--- src/rtl/proc_sequencer_pkg.sv ---
// Shared processor package: opcode definitions, sequencer state encoding,
// and the opcode field location inside a 16-bit instruction word.
// Imported by the sequencer top and its watchdog.
package proc_sequencer_pkg;

    // Opcode field position within the 16-bit instruction word
    localparam int OPC_MSB = 15;
    localparam int OPC_LSB = 13;

    // Processor opcodes; OP_HALT doubles as the default program terminator
    typedef enum logic [2:0] {
        OP_NOP   = 3'b000,
        OP_LOAD  = 3'b001,
        OP_STORE = 3'b010,
        OP_ADD   = 3'b011,
        OP_SUB   = 3'b100,
        OP_MOVI  = 3'b101,
        OP_JMP   = 3'b110,
        OP_HALT  = 3'b111
    } opcode_t;

    localparam logic [2:0] HALT_OP_DEF = OP_HALT;

    // Sequencer FSM state encoding
    typedef enum logic [2:0] {
        ST_IDLE   = 3'd0,
        ST_FETCH  = 3'd1,
        ST_LOAD   = 3'd2,
        ST_ISSUE  = 3'd3,
        ST_WAIT   = 3'd4,
        ST_PAUSE  = 3'd5,
        ST_HALTED = 3'd6,
        ST_ERROR  = 3'd7
    } seq_state_t;

    // Extract the opcode field from an instruction word
    function automatic logic [2:0] opcode_of(input logic [15:0] word);
        return word[OPC_MSB:OPC_LSB];
    endfunction

endpackage

--- src/rtl/proc_sequencer_watchdog.sv ---
// Watchdog for the sequencer WAIT state: counts enabled cycles since the last
// clear and flags 'expired' combinationally on the TIMEOUT-th enabled cycle.
// Ports: clock/Resetn, clear (sync zero), enable (count this cycle), expired.
module seq_watchdog #(
    parameter int TIMEOUT = 255
) (
    input  logic clock,
    input  logic Resetn,
    input  logic clear,
    input  logic enable,
    output logic expired
);

    // Counter only has to reach TIMEOUT-1; expiry is detected on the cycle
    // that would make it TIMEOUT, so the caller leaves WAIT on that edge.
    localparam int CW = (TIMEOUT < 2) ? 1 : $clog2(TIMEOUT);
    localparam logic [CW-1:0] LAST = CW'(TIMEOUT - 1);

    logic [CW-1:0] count;
    logic          at_last;

    assign at_last = (count == LAST);
    assign expired = enable && at_last;

    always_ff @(posedge clock or negedge Resetn) begin
        if (!Resetn) begin
            count <= '0;
        end else if (clear) begin
            count <= '0;
        end else if (enable && !at_last) begin
            count <= count + 1'b1;
        end
    end

endmodule

--- src/rtl/proc_sequencer.sv ---
// Instruction sequencer: fetches words from a synchronous ROM, issues each to a
// processor with a one-cycle run strobe, waits for done, and stops on a HALT
// opcode, on a watchdog timeout, or (in step mode) after every instruction.
// Ports: clock/Resetn; start, step_mode, step controls; rom_addr/rom_data ROM
// port; iin/run/done processor handshake; pc, instr_count, busy, halted, error.
module proc_sequencer
    import proc_sequencer_pkg::*;
#(
    parameter int         ADDR_W  = 8,
    parameter logic [2:0] HALT_OP = HALT_OP_DEF,
    parameter int         TIMEOUT = 255
) (
    input  logic              clock,
    input  logic              Resetn,
    input  logic              start,
    input  logic              step_mode,
    input  logic              step,
    output logic [ADDR_W-1:0] rom_addr,
    input  logic [15:0]       rom_data,
    output logic [15:0]       iin,
    output logic              run,
    input  logic              done,
    output logic [ADDR_W-1:0] pc,
    output logic [15:0]       instr_count,
    output logic              busy,
    output logic              halted,
    output logic              error
);

    seq_state_t state, state_nxt;

    // Control strobes from the FSM to the datapath registers
    logic restart;      // clear pc and instr_count on (re)start
    logic ir_load;      // capture rom_data into the instruction register
    logic retire;       // done accepted: advance pc, bump instr_count
    logic wd_clear;
    logic wd_enable;
    logic wd_expired;

    logic is_halt_word;

    // The ROM address is the pc itself: pc only changes on restart or retire,
    // so it is already stable when FETCH presents it and reads back as 0 in
    // reset.
    assign rom_addr     = pc;
    assign is_halt_word = (opcode_of(rom_data) == HALT_OP);

    // ------------------------------------------------------------------
    // State register
    // ------------------------------------------------------------------
    always_ff @(posedge clock or negedge Resetn) begin
        if (!Resetn) begin
            state <= ST_IDLE;
        end else begin
            state <= state_nxt;
        end
    end

    // ------------------------------------------------------------------
    // Next-state and output decode
    // ------------------------------------------------------------------
    always_comb begin
        state_nxt = state;
        run       = 1'b0;
        restart   = 1'b0;
        ir_load   = 1'b0;
        retire    = 1'b0;
        wd_clear  = 1'b0;
        wd_enable = 1'b0;
        busy      = 1'b0;
        halted    = 1'b0;
        error     = 1'b0;

        case (state)
            ST_IDLE: begin
                if (start) begin
                    restart   = 1'b1;
                    state_nxt = ST_FETCH;
                end
            end

            ST_FETCH: begin
                busy      = 1'b1;
                state_nxt = ST_LOAD;
            end

            // rom_data now reflects the address presented in FETCH. A HALT
            // word is still captured but never issued, and pc stays on it.
            ST_LOAD: begin
                busy      = 1'b1;
                ir_load   = 1'b1;
                state_nxt = is_halt_word ? ST_HALTED : ST_ISSUE;
            end

            ST_ISSUE: begin
                busy      = 1'b1;
                run       = 1'b1;
                wd_clear  = 1'b1;
                state_nxt = ST_WAIT;
            end

            // done wins over a same-cycle timeout: the instruction did finish.
            ST_WAIT: begin
                busy = 1'b1;
                if (done) begin
                    retire    = 1'b1;
                    state_nxt = step_mode ? ST_PAUSE : ST_FETCH;
                end else begin
                    wd_enable = 1'b1;
                    if (wd_expired) begin
                        state_nxt = ST_ERROR;
                    end
                end
            end

            // Leaving step mode while paused resumes free-running execution.
            ST_PAUSE: begin
                if (step || !step_mode) begin
                    state_nxt = ST_FETCH;
                end
            end

            ST_HALTED: begin
                halted = 1'b1;
                if (start) begin
                    restart   = 1'b1;
                    state_nxt = ST_FETCH;
                end
            end

            ST_ERROR: begin
                error = 1'b1;
                if (start) begin
                    restart   = 1'b1;
                    state_nxt = ST_FETCH;
                end
            end

            default: begin
                state_nxt = ST_IDLE;
            end
        endcase
    end

    // ------------------------------------------------------------------
    // Datapath: program counter, retired count, instruction register
    // ------------------------------------------------------------------
    always_ff @(posedge clock or negedge Resetn) begin
        if (!Resetn) begin
            pc <= '0;
        end else if (restart) begin
            pc <= '0;
        end else if (retire) begin
            // Natural modulo-2^ADDR_W wrap; execution simply continues at 0.
            pc <= pc + 1'b1;
        end
    end

    always_ff @(posedge clock or negedge Resetn) begin
        if (!Resetn) begin
            instr_count <= '0;
        end else if (restart) begin
            instr_count <= '0;
        end else if (retire && (instr_count != 16'hFFFF)) begin
            instr_count <= instr_count + 16'd1;
        end
    end

    // iin is only written in LOAD, so it holds from ISSUE until the next LOAD.
    always_ff @(posedge clock or negedge Resetn) begin
        if (!Resetn) begin
            iin <= '0;
        end else if (ir_load) begin
            iin <= rom_data;
        end
    end

    // ------------------------------------------------------------------
    // WAIT-state timeout
    // ------------------------------------------------------------------
    seq_watchdog #(
        .TIMEOUT (TIMEOUT)
    ) u_watchdog (
        .clock   (clock),
        .Resetn  (Resetn),
        .clear   (wd_clear),
        .enable  (wd_enable),
        .expired (wd_expired)
    );

endmodule

--- config.mk ---
export PLATFORM = sky130hd
export DESIGN_NAME = proc_sequencer
export DESIGN_NICKNAME = d
export VERILOG_FILES = /design/src/rtl/proc_sequencer_pkg.sv /design/src/rtl/proc_sequencer_watchdog.sv /design/src/rtl/proc_sequencer.sv
export SDC_FILE = /design/constraint.sdc
export NUM_CORES = 1
export LEC_CHECK = 0
export CAP_MARGIN = 20
export CORE_MARGIN = 5
export CORE_UTILIZATION = 41
export CTS_CLUSTER_SIZE = 12
export DETAILED_ROUTE_END_ITERATION = 8
export HOLD_SLACK_MARGIN = 0.1
export PLACE_DENSITY = 0.73
export SLEW_MARGIN = 10
export SYNTH_ARGS = -nofsm -noshare
export SYNTH_HDL_FRONTEND = slang
export SYNTH_SLANG_ARGS = --single-unit
--- constraint.sdc ---
create_clock -name clock -period 1.9 [get_ports clock]
set_clock_uncertainty 0.2 [all_clocks]
set_input_delay 0.285 -clock clock [delete_from_list [all_inputs] [get_ports clock]]
set_output_delay 0.285 -clock clock [all_outputs]
set_load 0.02 [all_outputs]
==> results.yml <==
synth:
  synth_xor_area_share_pct: 2.654
  synth_most_common_cell: "dfrtp_1"
  yosysTopAreaCell: "dfrtp_1"
  ys_warn_count: 0
  synth_compound_area_share_pct: 13.98
  synth_top_area_share_pct: 48.34
  synth_flop_cell: "dfrtp_1"
  ys_ff_latch: 51
  synth_fp_nets: 287
  synth_top_family_by_area: "simple AND/OR/NAND/NOR gates"
  synth.area.top_cells: "dfrtp_1 (48%), mux2_2 (6.8%), a21oi_1 (3.4%)"
  synthSimpleGateAreaFrac_pct: 21.00
  synthDistinctLibCells: 40
  syn_area_per_cell_um2: 10.12
  synthesis.area_um2: 2640
  synth.cells.most_frequent: "dfrtp_1 (51), a21oi_1 (18), nand2_1 (17)"
  syn_inst: 261
  async_reset_ff_share_pct: 100.0
  yosys.area_share.adder_pct: 1.896
  seq_area_frac_synth_pct: 48.34
  synth_mux_area_share_pct: 6.825
  synth_edf_count: 0
final_layout:
  design_area_um2: 3983
  fin_nets: 399
  fill_cells: 545
  seqCellArea_um2: 1281
  final_cells: 451
  drive_above_1_share_pct: 26.20
  multiInputGateArea_um2: 1287
  synthToLayoutAreaGrowth_pct: 50.85
  diodes: 0
  fin_util_pct: 63.08
critical_path:
  cp-endpoint: "instr_count[11]$_DFFE_PN0P_"
  start_kind: "register"
  worstSetupEndpointType: "register"
  r2r_slack_ns: -0.04
  slowest_delay_ns: 0.48
  cp_max_fo: 4
  worstPathCellList: "nand4bb_4, or3_4, or4_4, a21oi_1"
  crit_arrival_ns: 1.98
  cp.required_ns: 1.94
  timing.rr.start: "state[0]$_DFFE_PN0P_"
  slowest_stage: "or4_4"
  crit_family: "simple AND/OR/NAND/NOR gates"
  path_depth: 4
  setup.worst_path.class: "reg -> reg"
  crit_buf_inv: 0
  startpoint: "state[0]$_DFFE_PN0P_"
  reg2reg_depth: 4
  r2r-end: "instr_count[11]$_DFFE_PN0P_"
floorplan:
  rows: 29
  die_area_um2: 8144
  fp.dieH_um: 90.25
  die_w_um: 90.25
  io_pins: 74
  core_area_um2: 6314
  initial_utilization_pct: 41.82
cts:
  cts_root_buf: "clkbuf_8"
  htreeDepth: 2
  clock_latency_ns: 0.30
  clock-sinks: 51
  clk_path_buf_depth: 2
  cts_made_buffers: 5
  path_clk_slew_ns: 0.10
  tritoncts: "yes"
global_route:
  antenna_found_initial: 0
  gr-usage-all-layers_pct: 16.19
  grt_max_degree: 37
  grt_pass1_vias: 2434
  grt_first_pass_wirelength_um: 11300
  grt-ovfl-total: 0
min_path:
  hold_class: "in -> async"
power:
  peakVddDrop_mv: 0.8372
  power_density_nw_per_um2: 1128
  p_seq_share_pct: 34.2
  finalPower_mw: 4.492
  p_leak_nw: 1.958
  p_sw_mw: 1.594
  p_int_mw: 2.899
  p_comb_share_pct: 47.8
  pwr-share-clk_pct: 18.0
  p_sw_share_pct: 35.48
sta:
  worst_slew_pin_slew_ns: 0.3920
  rsz0062_at_grt: "yes"
  fin_crit_sh_pct: 102.2
  finalMaxSlewViolations: 0
  setup_viol: 1
  hold_viol: 0
  max_slew_margin_pct: 73.87
  max_freq_mhz: 515.2
  fin_ws_ns: -0.04110
  period_needed_ns: 1.941
placed_design:
  place_ws_ns: -0.4105
  port_buffers: 73
  place_hpwl_um: 5114
  dpl-instance-area_um2: 3739
  place_inst: 437
  gp_congestion: 0.8436
run:
  drv_cap: 0
routing:
  routedWlPerCell_um: 14.89
  ant_nets: 0
  vias: 2438
  drc_errors: 0
  wirelength_um: 6717
  drt_iter0_markers: 107
  via_per_inst: 5.406
  drtPass1Iterations: 6
run_status:
  violations: "negative setup slack"
  status: "finished with violations"
## area by class of cell
type,instances,area share [%]
tap,77,2.419
inverter,11,1.037
multi-input combinational,182,32.33
clock buffer,6,2.074
timing repair buffer,122,29.00
clock inverter,2,0.9739
sequential,51,32.17
## kinds of logic after synthesis
kind of cell | Yosys count
and+or+nand+nor | 96
muxes | 16
xor gates and xnor gates | 8
AOI/OAI and AO/OA | 58
adders and majority gates | 4
DFF | 51
buffers and inverters | 28
## power by group through the flow
stage | Sequential, mW | Combinational (mW) | Clock (mW)
finish | 1.54 | 2.15 | 0.808
global route | 1.58 | 2.32 | 0.876
CTS | 1.54 | 2.13 | 0.839
detailed placement | 1.56 | 2.15 | 0
global placement | 1.55 | 2.12 | 0
floorplan | 1.80 | 0.826 | 0
## flip-flops by register name, summed over array words and instances, names as in the netlist
register          count
state                 3
iin                  16
pc                    8
instr_count          16
u_watchdog.count      8
## routing by layer
metal	track usage [%]	part of all wire [%]	vias to the layer above
met2	27.20	49	63
met1	20.33	44	1182
met3	5.927	7.1	6
li1	-	-	1187
met4	2.481	0.73	0
met5	0	0	-
## layout by cell type, fill, tap and decap left out, types with 3 or more instances in the layout
cell type,synthesis,layout
nor3_1,5,5
nand3_1,16,14
buf_12,0,4
dlygate4sd2_1,0,10
nor4_1,4,3
dlymetal6s2s_1,0,15
nand4_1,7,7
or3_1,8,7
ha_1,4,3
dfrtp_2,0,4
a21oi_1,18,17
xor2_1,4,4
clkdlybuf4s50_1,0,43
xnor2_1,4,4
buf_4,8,43
dfrtp_1,51,47
o31ai_1,12,11
nand2_1,17,17
o211ai_1,9,9
clkbuf_8,0,6
inv_1,11,11
o21ai_0,11,10
nor2_1,14,14
and3_1,7,7
buf_2,4,3
mux2_2,16,16
or4_1,8,7
## timing repair
action	CTS	global route
buffers inserted	0	5
pin swaps	3	7
hold endpoints to repair	51	0
hold buffers	1	0
endpoints found under the setup margin	23	46
resized for setup	25	31
## worst min path at each step
stage	end	slack, ns	cells past startpoint
after floorplan	iin[0]$_DFFE_PN0N_	-0.21	0
after global placement	instr_count[12]$_DFFE_PN0P_	0.04	1
after detailed placement	instr_count[12]$_DFFE_PN0P_	0.03	1
after CTS	instr_count[12]$_DFFE_PN0P_	0.25	2
after global routing	instr_count[12]$_DFFE_PN0P_	0.28	2
final	instr_count[12]$_DFFE_PN0P_	0.23	2
## stage by stage
step / hold WS [ns] / TNS (ns)
2_1_floorplan: -0.2106 / 0
3_3_place_gp: 0.03979 / -6.105
3_5_place_dp: 0.03479 / -7.155
4_1_cts: 0.2475 / -0.2059
5_1_grt: 0.2769 / -0.5838
6_report: 0.2260 / -0.04110
Power figures use the tool's default switching activity.
